## config.mk

```make
export PLATFORM = sky130hd
export DESIGN_NAME = mem_controller
export DESIGN_NICKNAME = d
export VERILOG_FILES = /design/src/rtl/mem_ctrl_pkg.sv /design/src/rtl/rr_pick.sv /design/src/rtl/mem_controller.sv
export SDC_FILE = /design/constraint.sdc
export NUM_CORES = 1
export LEC_CHECK = 0
export BUFFER_PORTS_ARGS = -buffer_cell sky130_fd_sc_hd__buf_2
export CAP_MARGIN = 20
export CORE_MARGIN = 2
export CORE_UTILIZATION = 40
export CTS_CLUSTER_DIAMETER = 100
export DETAILED_ROUTE_END_ITERATION = 8
export PLACE_DENSITY_LB_ADDON = 0.25
export SLEW_MARGIN = 20
export SYNTH_ARGS = -nofsm -noshare
export SYNTH_HDL_FRONTEND = slang
export SYNTH_SLANG_ARGS = --single-unit
```

## constraint.sdc

```tcl
create_clock -name clk -period 10.43 [get_ports clk]
set_clock_uncertainty 0.1 [all_clocks]
set_input_delay 0 -clock clk [delete_from_list [all_inputs] [get_ports clk]]
set_output_delay 0 -clock clk [all_outputs]
set_load 0.01 [all_outputs]
```

## src/rtl/mem_ctrl_pkg.sv

```systemverilog
// rtl/mem_ctrl_pkg.sv - shared types and helpers for the memory controller
// Purpose: channel state encoding and index-width helper used by mem_controller and rr_pick.
// Ports: none (package).
package mem_ctrl_pkg;

    typedef enum logic [1:0] {
        IDLE       = 2'd0,
        READ_WAIT  = 2'd1,
        WRITE_WAIT = 2'd2,
        RELAYING   = 2'd3
    } ch_state_e;

    // Width of an index into n items; never zero so a single consumer still gets a 1-bit index.
    function automatic int idx_bits(input int n);
        return (n > 1) ? $clog2(n) : 1;
    endfunction

endpackage

```

## src/rtl/rr_pick.sv

```systemverilog
// rtl/rr_pick.sv - round-robin first-set-bit finder
// Purpose: combinationally return the first set bit of mask, searching upward from start with wrap.
// Ports:
//   mask  in  [N]   request mask
//   start in  [IW]  index searched first
//   found out 1     some bit of mask is set
//   idx   out [IW]  index of the first set bit at or after start (wrapping)
module rr_pick #(
    parameter int N  = 4,
    parameter int IW = (N > 1) ? $clog2(N) : 1
) (
    input  logic [N-1:0]  mask,
    input  logic [IW-1:0] start,
    output logic          found,
    output logic [IW-1:0] idx
);

    int            pos;
    logic [IW-1:0] pos_i;

    // Walk from the farthest candidate back to start so the nearest hit is written last.
    always_comb begin
        found = 1'b0;
        idx   = '0;
        pos   = 0;
        pos_i = '0;
        for (int k = N - 1; k >= 0; k--) begin
            pos   = (int'(start) + k) % N;
            pos_i = pos[IW-1:0];
            if (mask[pos_i]) begin
                found = 1'b1;
                idx   = pos_i;
            end
        end
    end

endmodule

```

## src/rtl/mem_controller.sv

```systemverilog
// rtl/mem_controller.sv - multi-channel round-robin memory request controller
// Purpose: arbitrates NUM_CONSUMERS read/write requesters onto NUM_CHANNELS memory channels.
// Ports:
//   clk, reset_n                      clock, asynchronous active-low reset
//   consumer_read_valid/address       per-consumer read request
//   consumer_read_ready/data          per-consumer read acknowledge and returned data
//   consumer_write_valid/address/data per-consumer write request
//   consumer_write_ready              per-consumer write acknowledge
//   mem_read_valid/address, mem_read_ready/data             per-channel memory read port
//   mem_write_valid/address/data, mem_write_ready           per-channel memory write port
//   channel_busy                      channel not in IDLE
module mem_controller
    import mem_ctrl_pkg::*;
#(
    parameter int ADDR_BITS     = 8,
    parameter int DATA_BITS     = 8,
    parameter int NUM_CONSUMERS = 4,
    parameter int NUM_CHANNELS  = 1,
    parameter int WRITE_ENABLE  = 1
) (
    input  logic                                     clk,
    input  logic                                     reset_n,
    input  logic [NUM_CONSUMERS-1:0]                 consumer_read_valid,
    input  logic [NUM_CONSUMERS-1:0][ADDR_BITS-1:0]  consumer_read_address,
    output logic [NUM_CONSUMERS-1:0]                 consumer_read_ready,
    output logic [NUM_CONSUMERS-1:0][DATA_BITS-1:0]  consumer_read_data,
    input  logic [NUM_CONSUMERS-1:0]                 consumer_write_valid,
    input  logic [NUM_CONSUMERS-1:0][ADDR_BITS-1:0]  consumer_write_address,
    input  logic [NUM_CONSUMERS-1:0][DATA_BITS-1:0]  consumer_write_data,
    output logic [NUM_CONSUMERS-1:0]                 consumer_write_ready,
    output logic [NUM_CHANNELS-1:0]                  mem_read_valid,
    output logic [NUM_CHANNELS-1:0][ADDR_BITS-1:0]   mem_read_address,
    input  logic [NUM_CHANNELS-1:0]                  mem_read_ready,
    input  logic [NUM_CHANNELS-1:0][DATA_BITS-1:0]   mem_read_data,
    output logic [NUM_CHANNELS-1:0]                  mem_write_valid,
    output logic [NUM_CHANNELS-1:0][ADDR_BITS-1:0]   mem_write_address,
    output logic [NUM_CHANNELS-1:0][DATA_BITS-1:0]   mem_write_data,
    input  logic [NUM_CHANNELS-1:0]                  mem_write_ready,
    output logic [NUM_CHANNELS-1:0]                  channel_busy
);

    localparam int CW = idx_bits(NUM_CONSUMERS);
    localparam bit WE = (WRITE_ENABLE != 0);

    logic [NUM_CONSUMERS-1:0]          req;
    logic [NUM_CONSUMERS-1:0]          held;
    logic [NUM_CONSUMERS-1:0]          rd_ready_c;
    logic [NUM_CONSUMERS-1:0]          wr_ready_c;
    ch_state_e [NUM_CHANNELS-1:0]      ch_state;
    logic [NUM_CHANNELS-1:0][CW-1:0]   ch_cur;
    logic [NUM_CHANNELS-1:0]           ch_is_write;
    logic [NUM_CHANNELS-1:0]           grant_valid;
    logic [NUM_CHANNELS-1:0][CW-1:0]   grant_idx;
    logic [CW-1:0]                     rr_ptr;
    logic [CW-1:0]                     rr_ptr_next;
    logic [CW-1:0]                     hi_idx;
    logic                              any_grant;

    // Write requests never compete in a read-only build.
    assign req = consumer_read_valid | (WE ? consumer_write_valid : '0);

    // Consumers already owned by a busy channel are not eligible.
    always_comb begin
        held = '0;
        for (int ch = 0; ch < NUM_CHANNELS; ch++) begin
            if (ch_state[ch] != IDLE) held[ch_cur[ch]] = 1'b1;
        end
    end

    for (genvar ch = 0; ch < NUM_CHANNELS; ch++) begin : g_ch
        logic [NUM_CONSUMERS-1:0] mask_in;
        logic [NUM_CONSUMERS-1:0] mask_out;
        logic [NUM_CONSUMERS-1:0] onehot;
        logic                     found;
        logic [CW-1:0]            idx;
        logic                     grant;
        ch_state_e                state_q;
        ch_state_e                state_d;
        logic [CW-1:0]            cur_q;
        logic                     is_write_q;
        logic                     rd_valid_q;
        logic [ADDR_BITS-1:0]     rd_addr_q;
        logic                     wr_valid_q;
        logic [ADDR_BITS-1:0]     wr_addr_q;
        logic [DATA_BITS-1:0]     wr_data_q;

        // Lower-indexed channels pick first; each passes on the mask minus its own grant.
        if (ch == 0) begin : g_first
            assign mask_in = req & ~held;
        end else begin : g_next
            assign mask_in = g_ch[ch-1].mask_out;
        end

        rr_pick #(.N(NUM_CONSUMERS), .IW(CW)) u_pick (
            .mask  (mask_in),
            .start (rr_ptr),
            .found (found),
            .idx   (idx)
        );

        always_comb begin
            onehot      = '0;
            onehot[idx] = 1'b1;
        end

        assign grant    = (state_q == IDLE) && found;
        assign mask_out = grant ? (mask_in & ~onehot) : mask_in;

        always_ff @(posedge clk or negedge reset_n) begin
            if (!reset_n) state_q <= IDLE;
            else          state_q <= state_d;
        end

        always_comb begin
            state_d = state_q;
            unique case (state_q)
                IDLE:       if (grant) state_d = consumer_read_valid[idx] ? READ_WAIT : WRITE_WAIT;
                READ_WAIT:  if (mem_read_ready[ch]) state_d = RELAYING;
                WRITE_WAIT: if (mem_write_ready[ch]) state_d = RELAYING;
                RELAYING: begin
                    if (!(is_write_q ? consumer_write_valid[cur_q] : consumer_read_valid[cur_q]))
                        state_d = IDLE;
                end
                default:    state_d = IDLE;
            endcase
        end

        always_ff @(posedge clk or negedge reset_n) begin
            if (!reset_n) begin
                cur_q      <= '0;
                is_write_q <= 1'b0;
                rd_valid_q <= 1'b0;
                rd_addr_q  <= '0;
                wr_valid_q <= 1'b0;
                wr_addr_q  <= '0;
                wr_data_q  <= '0;
            end else begin
                unique case (state_q)
                    IDLE: begin
                        if (grant) begin
                            cur_q <= idx;
                            // Read wins when a consumer raises both requests together.
                            if (consumer_read_valid[idx]) begin
                                is_write_q <= 1'b0;
                                rd_valid_q <= 1'b1;
                                rd_addr_q  <= consumer_read_address[idx];
                            end else begin
                                is_write_q <= 1'b1;
                                wr_valid_q <= 1'b1;
                                wr_addr_q  <= consumer_write_address[idx];
                                wr_data_q  <= consumer_write_data[idx];
                            end
                        end
                    end
                    READ_WAIT:  if (mem_read_ready[ch]) rd_valid_q <= 1'b0;
                    WRITE_WAIT: if (mem_write_ready[ch]) wr_valid_q <= 1'b0;
                    default: ;
                endcase
            end
        end

        assign ch_state[ch]          = state_q;
        assign ch_cur[ch]            = cur_q;
        assign ch_is_write[ch]       = is_write_q;
        assign grant_valid[ch]       = grant;
        assign grant_idx[ch]         = idx;
        assign channel_busy[ch]      = (state_q != IDLE);
        assign mem_read_valid[ch]    = rd_valid_q;
        assign mem_read_address[ch]  = rd_addr_q;
        assign mem_write_valid[ch]   = WE ? wr_valid_q : 1'b0;
        assign mem_write_address[ch] = WE ? wr_addr_q : '0;
        assign mem_write_data[ch]    = WE ? wr_data_q : '0;
    end

    // Consumer acknowledges are a decode of which channel is relaying for whom.
    always_comb begin
        rd_ready_c = '0;
        wr_ready_c = '0;
        for (int ch = 0; ch < NUM_CHANNELS; ch++) begin
            if (ch_state[ch] == RELAYING) begin
                if (ch_is_write[ch]) wr_ready_c[ch_cur[ch]] = 1'b1;
                else                 rd_ready_c[ch_cur[ch]] = 1'b1;
            end
        end
    end

    assign consumer_read_ready  = rd_ready_c;
    assign consumer_write_ready = WE ? wr_ready_c : '0;

    // Returned data is captured only when a read completes, otherwise it holds.
    always_ff @(posedge clk or negedge reset_n) begin
        if (!reset_n) begin
            consumer_read_data <= '0;
        end else begin
            for (int ch = 0; ch < NUM_CHANNELS; ch++) begin
                if (ch_state[ch] == READ_WAIT && mem_read_ready[ch])
                    consumer_read_data[ch_cur[ch]] <= mem_read_data[ch];
            end
        end
    end

    // Pointer moves just past the numerically highest consumer granted this cycle.
    always_comb begin
        any_grant = 1'b0;
        hi_idx    = '0;
        for (int ch = 0; ch < NUM_CHANNELS; ch++) begin
            if (grant_valid[ch]) begin
                any_grant = 1'b1;
                if (grant_idx[ch] >= hi_idx) hi_idx = grant_idx[ch];
            end
        end
        rr_ptr_next = (int'(hi_idx) == NUM_CONSUMERS - 1) ? '0 : hi_idx + 1'b1;
    end

    always_ff @(posedge clk or negedge reset_n) begin
        if (!reset_n)       rr_ptr <= '0;
        else if (any_grant) rr_ptr <= rr_ptr_next;
    end

endmodule

```

# After elaboration in Yosys (flattened, before gate mapping)
# Cells that the tools add are included.
[classes] n_reduce_logical=13 eq_ne=10 n_lt_le_gt_ge=8 n_mux=58 bitwise_logic=4 add_sub_neg=4
[ops] cell="$bmux W8 S2" count=3
[ops] cell="$bwmux W32" count=1
[ops] cell="$mux W8" count=4
[ops] cell="$mux W2" count=12
[ops] cell="$mux W1" count=21
[ops] cell="$mux W4" count=5
[ops] cell="$lt A2 B3 Y1 const B" count=6
[ops] cell="$demux W8 S2" count=1
[ops] cell="$bmux W1 S2" count=7
[ops] cell="$reduce_and A4 Y1" count=3
[ops] cell="$ne A2 B2 Y1 const B" count=5
[ops] cell="$pmux W2 S4" count=1
[ops] cell="$reduce_and A3 Y1" count=2
[ops] cell="$reduce_bool A2 Y1" count=3
[ops] cell="$add A2 B1 Y2 const B" count=2
[ops] cell="$add A2 B2 Y2 const B" count=2
[ops] cell="$and A4 B4 Y4" count=1
[ops] cell="$eq A2 B1 Y1 const B" count=2
[ops] cell="$eq A2 B2 Y1 const B" count=2
[ops] cell="$ge A2 B1 Y1 const B" count=2
[ops] cell="$not A4 Y4" count=1
[ops] cell="$or A4 B4 Y4" count=1
[ops] cell="$pmux W1 S2" count=2
[ops] cell="$logic_and A1 B1 Y1" count=3
[ops] cell="other kinds (5)" count=5
[totals] ff_bits=65 elab_cells=110 output_inout_bits=67

# Depth between registers and ports, before layout
# Gate-level depths: netlist (run 1).
[depth] depth_word=18 depth_mapped=11 ltp_nobuf=9

# By module
# Synthesis (run 1) repeated with hierarchy kept, for this count alone.
[unflattened] cells_unflattened=239 hier_area_um2=3498.4
[modules_own_cells] module="mem_controller" area_per_inst_um2=3420.8 cells_each=226 instances=1
[modules_own_cells] module="rr_pick" area_per_inst_um2=77.6 cells_each=13 instances=1

# Worst setup path after synthesis (run 1)
# Ideal clock, no wire load.
[synth_path] path_kind="flip-flop to flip-flop" from="reg g_ch[0].state_q[0] (netlist: ch_state[0])" to="reg g_ch[0].wr_addr_q[0] (netlist: mem_write_address[0])" path_buffers=2 t_required_ns=10.202 arrival_time_ns=3.057 synth_period_minus_slack_ns=3.284 setup_slack_ns=7.146 stages_incl_launch_ff=12 path_cell_list="dfrtp_1 -> inv_1 -> ha_1 -> o32ai_1 -> o22ai_1 -> a21oi_1 -> a2bb2oi_1 -> buf_6 -> mux4_2 -> nor3_4 -> buf_6 -> mux2_1"
[synth_via] elab_chain_len=14
[synth_lines] element="from (decl)" line_no="mem_controller.sv:77" source="ch_state_e state_q;"
[synth_lines] element="from (signal assigned)" line_no="mem_controller.sv:111" source="else state_q <= state_d;"
[synth_lines] element="$reduce_bool A2 Y1" line_no="mem_controller.sv:66" source="if (ch_state[ch] != IDLE) held[ch_cur[ch]] = 1'b1;"
[synth_lines] element="$mux W4" line_no="mem_controller.sv:66"
[synth_lines] element="$not A4 Y4" line_no="mem_controller.sv:89" source="assign mask_in = req & ~held;"
[synth_lines] element="$and A4 B4 Y4" line_no="mem_controller.sv:89"
[synth_lines] element="$bmux W1 S2" line_no="rr_pick.sv:30" source="if (mask[pos_i]) begin"
[synth_lines] element="$mux W1 (implied by the code)" line_no="rr_pick.sv:30"
[synth_lines] element="$mux W2 (4 in series)" line_no="rr_pick.sv:30"
[synth_lines] element="$bmux W1 S2" line_no="mem_controller.sv:143" source="if (consumer_read_valid[idx]) begin"
[synth_lines] element="$mux W1 (implied by the code)" line_no="mem_controller.sv:143"
[synth_lines] element="$not A1 Y1 (no source line)"
[synth_lines] element="$reduce_and A3 Y1 (no source line)"
[synth_lines] element="to (signal assigned)" line_no="mem_controller.sv:150" source="wr_addr_q <= consumer_write_address[idx];"
[synth_lines] element="to (decl)" line_no="mem_controller.sv:84" source="logic [ADDR_BITS-1:0] wr_addr_q;"
# Several ways; a longest one is shown, not always the timed one. The select of a mux whose other input is x is not followed.
# A chain may end at the register's enable or synchronous reset.

# Worst setup path in the final report (run 1)
[layout_path] from="reg g_ch[0].state_q[0] (netlist: ch_state[0])" to="reg g_ch[0].wr_addr_q[6] (netlist: mem_write_address[6])"
# The elaborated chain is that of the path after synthesis.

==> impl_metrics.ini, run 1 <==
[clock_tree]
htreeDepth = 3
cts.sinks = 65
clockBufferDepth = 2
cts-resized-gates = 0
cts_setup_buffers = 0
clock-root-buffer = clkbuf_8
cts.clk_slew.worst_paths_ps = 70
cts_buffers = 9
cts_tree = done
clock_latency_ps = 330

[timing]
rsz0062_at_grt = no
hold_slack_ps = -5.49
setup_slack_ps = 6090
tns_ps = 0
fin_crit_sh_pct = 41.7
max_freq_ghz = 0.230
hold_violations = 1
slew_headroom_pct = 45.6
min_period_ps = 4340
finalSetupViolations = 0
max_slew.worst_pin.slew_ps = 816
slew_violations = 0

[global_route]
grt_use_total_pct = 20.0
first_global_vias = 3322
grt_remaining_overflow = 0
grt_max_degree = 66
grt_first_pass_wirelength_um = 15500
antenna_found_initial = 0

[power_and_ir_drop]
power_mw = 1.73
leakagePower_nw = 2.76
vdd_drop_max_uv = 171
pwr_density_cell_mw_per_mm2 = 324

[worst_setup_path]
cp_slowest_cell = buf_4
crit_type = register to register
cp-end-kind = register
timing.rr.end = mem_write_address[6]
crit_end = mem_write_address[6]
path_buf_inv = 4
crit_path_start_kind = register
r2r_slack_ps = 6090
worstRegToRegCells = 12
cp-startpoint = ch_state[0]
r2r_start = ch_state[0]
cp_max_fo = 51
slowest_delay_ps = 620
crit_family = buffers and inverters
cp_cell_sequence = inv_1, ha_1, o32a_1, a211oi_1, o22ai_1, a21oi_4, buf_4, mux2i_1, dlygate4sd3_1, mux2i_1, dlygate4sd3_1, mux2_1
crit_arrival_ps = 4460
required_ps = 10540
cp_num_cells = 12

[logic_synthesis]
synth_seq_area_share_pct = 44.7
synth.area.top_cells = dfrtp_1, mux2i_1, mux2_2
ys_ff_latch = 65
syn_inst = 291
netlist.area_leader.share_pct = 44.7
synth_compound_area_share_pct = 4.57
synthAdderAreaFrac_pct = 1.72
syn-cell-area_mm2 = 0.00364
ys_types = 34
syn_nets = 412
synth.area.mux_share_pct = 40.5
synth_top_family_by_area = multiplexers
post_synth_and_or_nand_nor_area_fraction_pct = 5.02
synth.avg_cell_area_um2 = 12.5
synth_top_cell_by_area = dfrtp_1
yosysWarningCount = 0
synth-xor-area-share_pct = 0.241

[floorplan]
num_io_pins = 183
die_x_um = 99.4
fp-row-count = 34
fp.dieArea_mm2 = 0.00988
start_util_pct = 41.5
die_h_um = 99.4
core_area_mm2 = 0.00876

[route]
drc = 0
first_pass_iters = 4
wl_per_cell_um = 15.2
vias = 3153
drt_iter0_drc = 99
drt_wl_total_um = 9540
final_antenna_net_count = 0
routed_via_density = 5.01

[placement]
dp.final_hpwl_um = 6750
portBuffers = 182
dp_cells = 569
dp_slack_ps = 5960
gp_congestion = 0.796
place_area_mm2 = 0.00465

[job]
max_cap_viol_count = 0

[run_status]
violations = negative hold slack
outcome = finished with violations

[layout]
drive_above_1_share_pct = 49.7
final_common_cell = buf_2
seqCellArea_mm2 = 0.00163
utilization_pct = 61.0
multiInputGateArea_mm2 = 0.00192
nNetsFinal = 637
instances_no_fill = 629
areaGrowthSynthToFinish_pct = 47.0
final_area_mm2 = 0.00535
diodes = 0
nFillCells = 759
layout_common_cells = buf_2, mux2i_1, dfrtp_1

[min_path]
min_path_type = input port to register
-- synthesized netlist by cell type (all sizes together) --
| library cell | n |
|---|---|
| o22ai | 5 |
| nor2 | 15 |
| nand2b | 3 |
| dfrtp | 65 |
| a22oi | 1 |
| mux2 | 59 |
| o22a | 1 |
| nor3 | 4 |
| a2bb2oi | 1 |
| nor3b | 2 |
| nand4 | 1 |
| mux2i | 74 |
| a21o | 1 |
| o21ai | 7 |
| and2 | 2 |
| ha | 5 |
| inv | 8 |
| buf | 13 |
| nand2 | 6 |
| clkbuf | 2 |
| xnor2 | 1 |
| a211oi | 2 |
| o32a | 1 |
| o32ai | 1 |
| mux4 | 3 |
| or2 | 2 |
| a21oi | 5 |
| a211o | 1 |
-- worst min-delay path by stage --
stage,endpoint,cells after the start,start
2_1_floorplan,ch_cur[0],0,reset_n
3_3_place_gp,mem_write_data[5],2,reset_n
3_5_place_dp,mem_write_data[3],2,reset_n
4_1_cts,mem_write_data[2],4,consumer_write_data[2]
5_1_grt,mem_write_data[6],4,consumer_write_data[14]
6_report,mem_write_data[2],4,consumer_write_data[2]
-- timing repair --
action	4_1_cts	5_1_grt
endpoints found under the setup margin	0	0
endpoints found under the hold margin	111	0
hold buffers	43	0
-- registers in the layout, summed over array words and instances (netlist names) --
register / count
mem_write_data: 8
consumer_read_data: 32
mem_read_address: 8
mem_write_address: 8
rr_ptr: 2
ch_is_write: 1
ch_cur: 2
mem_write_valid: 1
ch_state: 2
mem_read_valid: 1
-- layer usage --
metal / GRT usage (%) / vias to the layer above / wire length (um)
met2: 36.7 / 99 / 5160
met5: 0 / - / 0
met1: 22.8 / 1527 / 3770
met3: 3.23 / 14 / 436
met4: 8.64 / 0 / 176
li1: - / 1513 / -
-- area by class of cell --
type                            instances  area share [%]
Multi-Input combinational cell        203            35.9
Inverter                                8           0.562
Tap cell                              108            2.53
Timing Repair Buffer                  229            26.0
Clock buffer                           10            2.39
Sequential cell                        65            30.4
Clock inverter                          6            2.15
-- tightest hold or removal path: stages --
cell and delay (ps):
buf_2 70, mux2i_1 60, mux2i_1 110, mux2_2 150
-- power by group --
group	total, mW	switching, mW	leakage [nW]	internal (mW)
registers	0.466	0.0836	0.776	0.383
clock network	0.257	0.0969	0.117	0.160
logic	1.01	0.472	1.87	0.537
total	1.73	0.653	2.76	1.08
-- kinds of logic (layout without fill, tap and decap cells) --
group | Yosys count | in the layout
adders and majority gates | 5 | 5
buffers and inverters | 23 | 253
AOI/OAI and AO/OA | 26 | 26
muxes | 136 | 136
and+or+nand+nor | 35 | 35
DFF | 65 | 65
xor gates and xnor gates | 1 | 1
No activity file was read; power rests on OpenSTA's default activity.
==> run 2: changes to the inputs <==
==> constraint.sdc (replaced) <==
create_clock -name clk -period 4.05 [get_ports clk]
set_clock_uncertainty 0.1 [all_clocks]
set_input_delay 0 -clock clk [delete_from_list [all_inputs] [get_ports clk]]
set_output_delay 0 -clock clk [all_outputs]
set_load 0.01 [all_outputs]
==> run 2 against run 1 <==
Effect of this change:
- the flow still finishes with violations (negative hold slack)
- register-to-register slack got worse by 5800 ps
- highest routed layer unchanged
- largest power group unchanged
- via count decreased by 0.92%
- sequential power grew to 2.6 times the previous value
==> impl_metrics.ini, run 2 (same netlist as run 1, synthesis figures left out) <==
[run_status]
outcome = finished with violations
violations = negative hold slack

[global_route]
grt_remaining_overflow = 0
grt_first_pass_wirelength_um = 15300
first_global_vias = 3349
grt_use_total_pct = 19.2
antenna_found_initial = 0
grt_max_degree = 66

[worst_setup_path]
crit_arrival_ps = 3910
cp_common_cell = mux2i_1
cp_max_fo = 51
path_buf_inv = 3
cp_cell_sequence = inv_1, ha_1, o32a_1, a211oi_1, o22ai_1, a21oi_4, buf_4, mux2i_1, dlygate4sd3_1, mux2i_1, mux2_1
r2r_slack_ps = 250
timing.rr.end = mem_write_address[2]
crit_path_start_kind = register
r2r_start = ch_state[0]
slowest_delay_ps = 650
required_ps = 4160
crit_family = buffers and inverters
worstRegToRegCells = 11
cp_slowest_cell = buf_4
cp-end-kind = register
crit_type = register to register

[clock_tree]
cts.clk_slew.worst_paths_ps = 70
cts_buffers = 9
cts_setup_buffers = 0
clock-root-buffer = clkbuf_8
htreeDepth = 3
clock_latency_ps = 330
cts.sinks = 65
cts_tree = done
clockBufferDepth = 2

[placement]
dp_cells = 571
dp_slack_ps = 661
portBuffers = 182
gp_congestion = 0.838
dp.final_hpwl_um = 6740

[timing]
hold_slack_ps = -0.143
slew_violations = 0
finalSetupViolations = 0
tns_ps = 0
slew_headroom_pct = 46.5
min_period_ps = 3800
hold_violations = 1
max_freq_ghz = 0.263
fin_crit_sh_pct = 93.8
rsz0062_at_grt = no
setup_slack_ps = 252
max_slew.worst_pin.slew_ps = 803

[route]
first_pass_iters = 4
routed_via_density = 5.06
drt_iter0_drc = 69
drc = 0
vias = 3124
drt_wl_total_um = 9200
wl_per_cell_um = 14.9
final_antenna_net_count = 0

[layout]
utilization_pct = 59.9
diodes = 0
drive_above_1_share_pct = 51.2
nFillCells = 764
top_register = consumer_read_data
instances_no_fill = 618
nNetsFinal = 626
largest_reg_flops = 32
layout_common_cells = buf_2, mux2i_1, dfrtp_1
areaGrowthSynthToFinish_pct = 44.2
final_common_cell = buf_2

[min_path]
worstHoldStart = consumer_write_data[17]
hold_depth = 4
hold_end = mem_write_data[1]
min_path_type = input port to register

[job]
max_cap_viol_count = 0

[floorplan]
die_x_um = 99.4
die_h_um = 99.4
start_util_pct = 41.5
core_area_mm2 = 0.00876
fp-row-count = 34
num_io_pins = 183
fp.dieArea_mm2 = 0.00988

[power_and_ir_drop]
seqPwrFrac_pct = 27.2
p_sw_mw = 1.64
combinationalPowerShare_pct = 55.9
netSwitchingFraction_pct = 37.6
vdd_drop_max_uv = 358
power_mw = 4.38
p_int_mw = 2.73
leakagePower_nw = 2.73
p_clk_share_pct = 16.9
pwr_density_cell_mw_per_mm2 = 834
==> run 2: cell types whose count changed in the layout (fill, tap and decap cells not counted) <==
cell           previous run  this run
clkinvlp_4                1         0
buf_16                    1         0
clkbuf_1                  1         0
buf_4                     3         5
clkbuf_8                  9        10
bufinv_16                 3         4
dlygate4sd3_1            43        31
==> run 2: cell type report <==
cell class / count / area [um^2] / share of cell area [%]
Clock buffer: 10 / 138 / 2.62
Clock inverter: 6 / 138 / 2.62
Inverter: 8 / 30.0 / 0.572
Multi-Input combinational cell: 203 / 1920 / 36.6
Sequential cell: 65 / 1630 / 31.0
Tap cell: 108 / 135 / 2.58
Timing Repair Buffer: 218 / 1260 / 24.0
==> run 2: how the worst max path moves through the flow <==
| stage | slack, ps | endpoint | cells past startpoint | start |
|---|---|---|---|---|
| after floorplan | 770 | mem_write_address[0] | 11 | ch_state[0] |
| after global placement | 770 | mem_write_data[0] | 10 | ch_state[0] |
| after detailed placement | 660 | mem_write_data[1] | 10 | ch_state[0] |
| after CTS | 270 | mem_write_address[6] | 11 | ch_state[0] |
| after global routing | 20 | mem_write_address[2] | 11 | ch_state[1] |
| final | 250 | mem_write_address[2] | 11 | ch_state[0] |
==> run 2: metal layers <==
metal	global-route usage [%]	up-vias	share of wire, %
li1	-	1486	-
met1	22.6	1525	40
met2	34.7	96	53
met3	3.23	17	4.6
met4	7.48	0	2.1
met5	0	-	0
==> run 2: stage by stage <==
step	hold slack (ps)	cell area, um^2
finish	-0.143	5250
CTS	0.980	5250
floorplan	-396	3640
global route	12.3	5250
global placement	115	4660
detailed placement	129	4660
==> run 2: power by group through the flow <==
| stage | combinational (mW) | sequential [mW] | clock, mW |
|---|---|---|---|
| 2_1_floorplan | 1.59 | 1.30 | 0 |
| 3_3_place_gp | 2.32 | 1.19 | 0 |
| 3_5_place_dp | 2.38 | 1.20 | 0 |
| 4_1_cts | 2.47 | 1.19 | 0.759 |
| 5_1_grt | 2.66 | 1.24 | 0.786 |
| 6_report | 2.45 | 1.19 | 0.741 |
==> run 2: tightest hold or removal path, delay by kind of cell <==
| kind | cells | cell delay (ps) |
|---|---|---|
| buf+inv | 1 | 80 |
| mux | 3 | 330 |
==> run 2: what timing repair did <==
action,in CTS,in global routing
setup endpoints to repair,0,0
resized for setup,0,0
hold endpoints to repair,105,0
hold buffers,31,0
==> run 3: changes to the inputs <==
--- a/config.mk
+++ b/config.mk
@@ -7,6 +7,7 @@
 export LEC_CHECK = 0
 export BUFFER_PORTS_ARGS = -buffer_cell sky130_fd_sc_hd__buf_2
 export CAP_MARGIN = 20
+export CORE_ASPECT_RATIO = 0.6
 export CORE_MARGIN = 2
 export CORE_UTILIZATION = 40
 export CTS_CLUSTER_DIAMETER = 100
==> run 3 against run 2 <==
Effect of this change:
- the run now ends clean
- core utilization up 0.77 points
- register-to-register slack worse by 30 ps
- clock power up 13%
- total power rose by 2.6%
- worst setup slack worse by 32 ps
- critical path depth stayed put
- sequential power hardly changed
- combinational power barely moved
- non-clock buffer count is 4 lower
- critical endpoint is now mem_write_address[3]
- highest routed layer unchanged
==> impl_metrics.ini, run 3 (same netlist as run 1, synthesis figures left out) <==
[run_status]
outcome = completed

[clock_tree]
cts.clk_slew.worst_paths_ps = 50
cts_buffers = 9
clock_latency_ps = 320
cts_setup_buffers = 0
cts_tree = done
clock-root-buffer = clkbuf_16
htreeDepth = 3
clockBufferDepth = 2
cts.sinks = 65

[route]
first_pass_iters = 7
final_antenna_net_count = 0
drt_wl_total_um = 9820
drc = 0
vias = 3102
wl_per_cell_um = 15.9
routed_via_density = 5.02
drt_iter0_drc = 155

[layout]
layout_common_cells = buf_2, mux2i_1, dfrtp_1
final_common_cell = buf_2
diodes = 0
areaGrowthSynthToFinish_pct = 44.8
top_register = consumer_read_data
nNetsFinal = 622
multiInputGateArea_mm2 = 0.00192
seqCellArea_mm2 = 0.00163
largest_reg_flops = 32
final_area_mm2 = 0.00527
drive_above_1_share_pct = 51.6
nFillCells = 723

[placement]
dp.final_hpwl_um = 7200
portBuffers = 182
place_area_mm2 = 0.00467
gp_congestion = 0.879

[worst_setup_path]
required_ps = 4160
crit_arrival_ps = 3940
worstRegToRegCells = 11
cp_slowest_cell = buf_4
timing.rr.end = mem_write_address[3]
cp_common_cell = mux2i_1
crit_end = mem_write_address[3]
r2r_start = ch_state[0]
cp-startpoint = ch_state[0]
r2r_slack_ps = 220
crit_type = register to register
crit_path_start_kind = register
cp-end-kind = register
slowest_delay_ps = 650
cp_max_fo = 51
cp_cell_sequence = inv_1, ha_1, o32a_1, a211oi_1, o22ai_1, a21oi_4, buf_4, mux2i_1, dlygate4sd3_1, mux2i_1, mux2_1

[global_route]
grt_remaining_overflow = 0
grt_first_pass_wirelength_um = 16100
grt_use_total_pct = 20.6
antenna_found_initial = 0
first_global_vias = 3226
grt_max_degree = 66

[job]
max_cap_viol_count = 0

[floorplan]
die_h_um = 77.9
start_util_pct = 41.9
num_io_pins = 183
fp-row-count = 26
core_area_mm2 = 0.00869
fp.dieArea_mm2 = 0.00990
die_x_um = 127

[timing]
tns_ps = 0
hold_violations = 0
max_slew.worst_pin.slew_ps = 820
slew_headroom_pct = 45.3
hold_slack_ps = 3.98
finalSetupViolations = 0
slew_violations = 0
min_period_ps = 3830
max_freq_ghz = 0.261
rsz0062_at_grt = no
fin_crit_sh_pct = 94.6

[min_path]
hold_depth = 4
min_path_type = input port to register

[power_and_ir_drop]
pwr_density_cell_mw_per_mm2 = 852
vdd_drop_max_uv = 661
leakagePower_nw = 2.74
[run 3: changes by cell type in the layout (fill, tap and decap cells not counted), sizes merged]
cell / delta
dlygate4sd3: -4
clkinv: +1
bufinv: -2
clkinvlp: +1
clkbuf: +1
inv: -1
[run 3: critical path: cells and delay by family, from the launching register on]
family	cells	cell delay [ps]
buffers and inverters	3	1330
DFF	1	380
muxes	3	670
adders and majority gates	1	280
AOI/OAI and AO/OA	4	920
[run 3: through the flow]
stage	power (mW)	utilization, %	setup slack [ps]	instances
5_1_grt	4.80	60.6	14.6	618
4_1_cts	4.52	60.6	277	618
2_1_floorplan	2.89	-	766	291
3_3_place_gp	3.50	53.7	766	575
6_report	4.49	60.6	220	618
3_5_place_dp	3.60	53.7	624	575
[run 3: routing by layer]
| metal | vias to the layer above | track usage (%) | wire (um) |
|---|---|---|---|
| li1 | 1489 | - | - |
| met1 | 1485 | 26.8 | 4450 |
| met2 | 114 | 33.5 | 4660 |
| met3 | 14 | 5.59 | 595 |
| met4 | 0 | 6.81 | 117 |
| met5 | - | 0 | 0 |
[run 3: timing repair]
item,in CTS,in global routing
hold endpoints to repair,104,0
resized for setup,0,0
hold buffers,27,0
[run 3: cell type report]
type                       count  share of cell area, %
clock buffer                  11                   4.80
sequential                    65                   30.9
clock inverter                 5                   1.47
multi-input combinational    203                   36.5
tap                          112                   2.66
timing repair buffer         214                   23.1
inverter                       8                  0.570
[run 3: where the power goes]
part | internal [mW] | switching [mW]
registers | 0.987 | 0.216
logic | 1.24 | 1.21
clock network | 0.569 | 0.266
total | 2.80 | 1.69
[run 3: how the worst min path moves through the flow]
stage                                          start              endpoint  slack, ps
after floorplan                              reset_n             ch_cur[0]       -400
after global placement                       reset_n  mem_write_address[3]        130
after detailed placement                     reset_n  mem_write_address[5]        140
after CTS                  consumer_write_address[2]  mem_write_address[2]          1
after global routing          consumer_write_data[4]     mem_write_data[4]          6
final                     consumer_write_address[10]  mem_write_address[2]          4
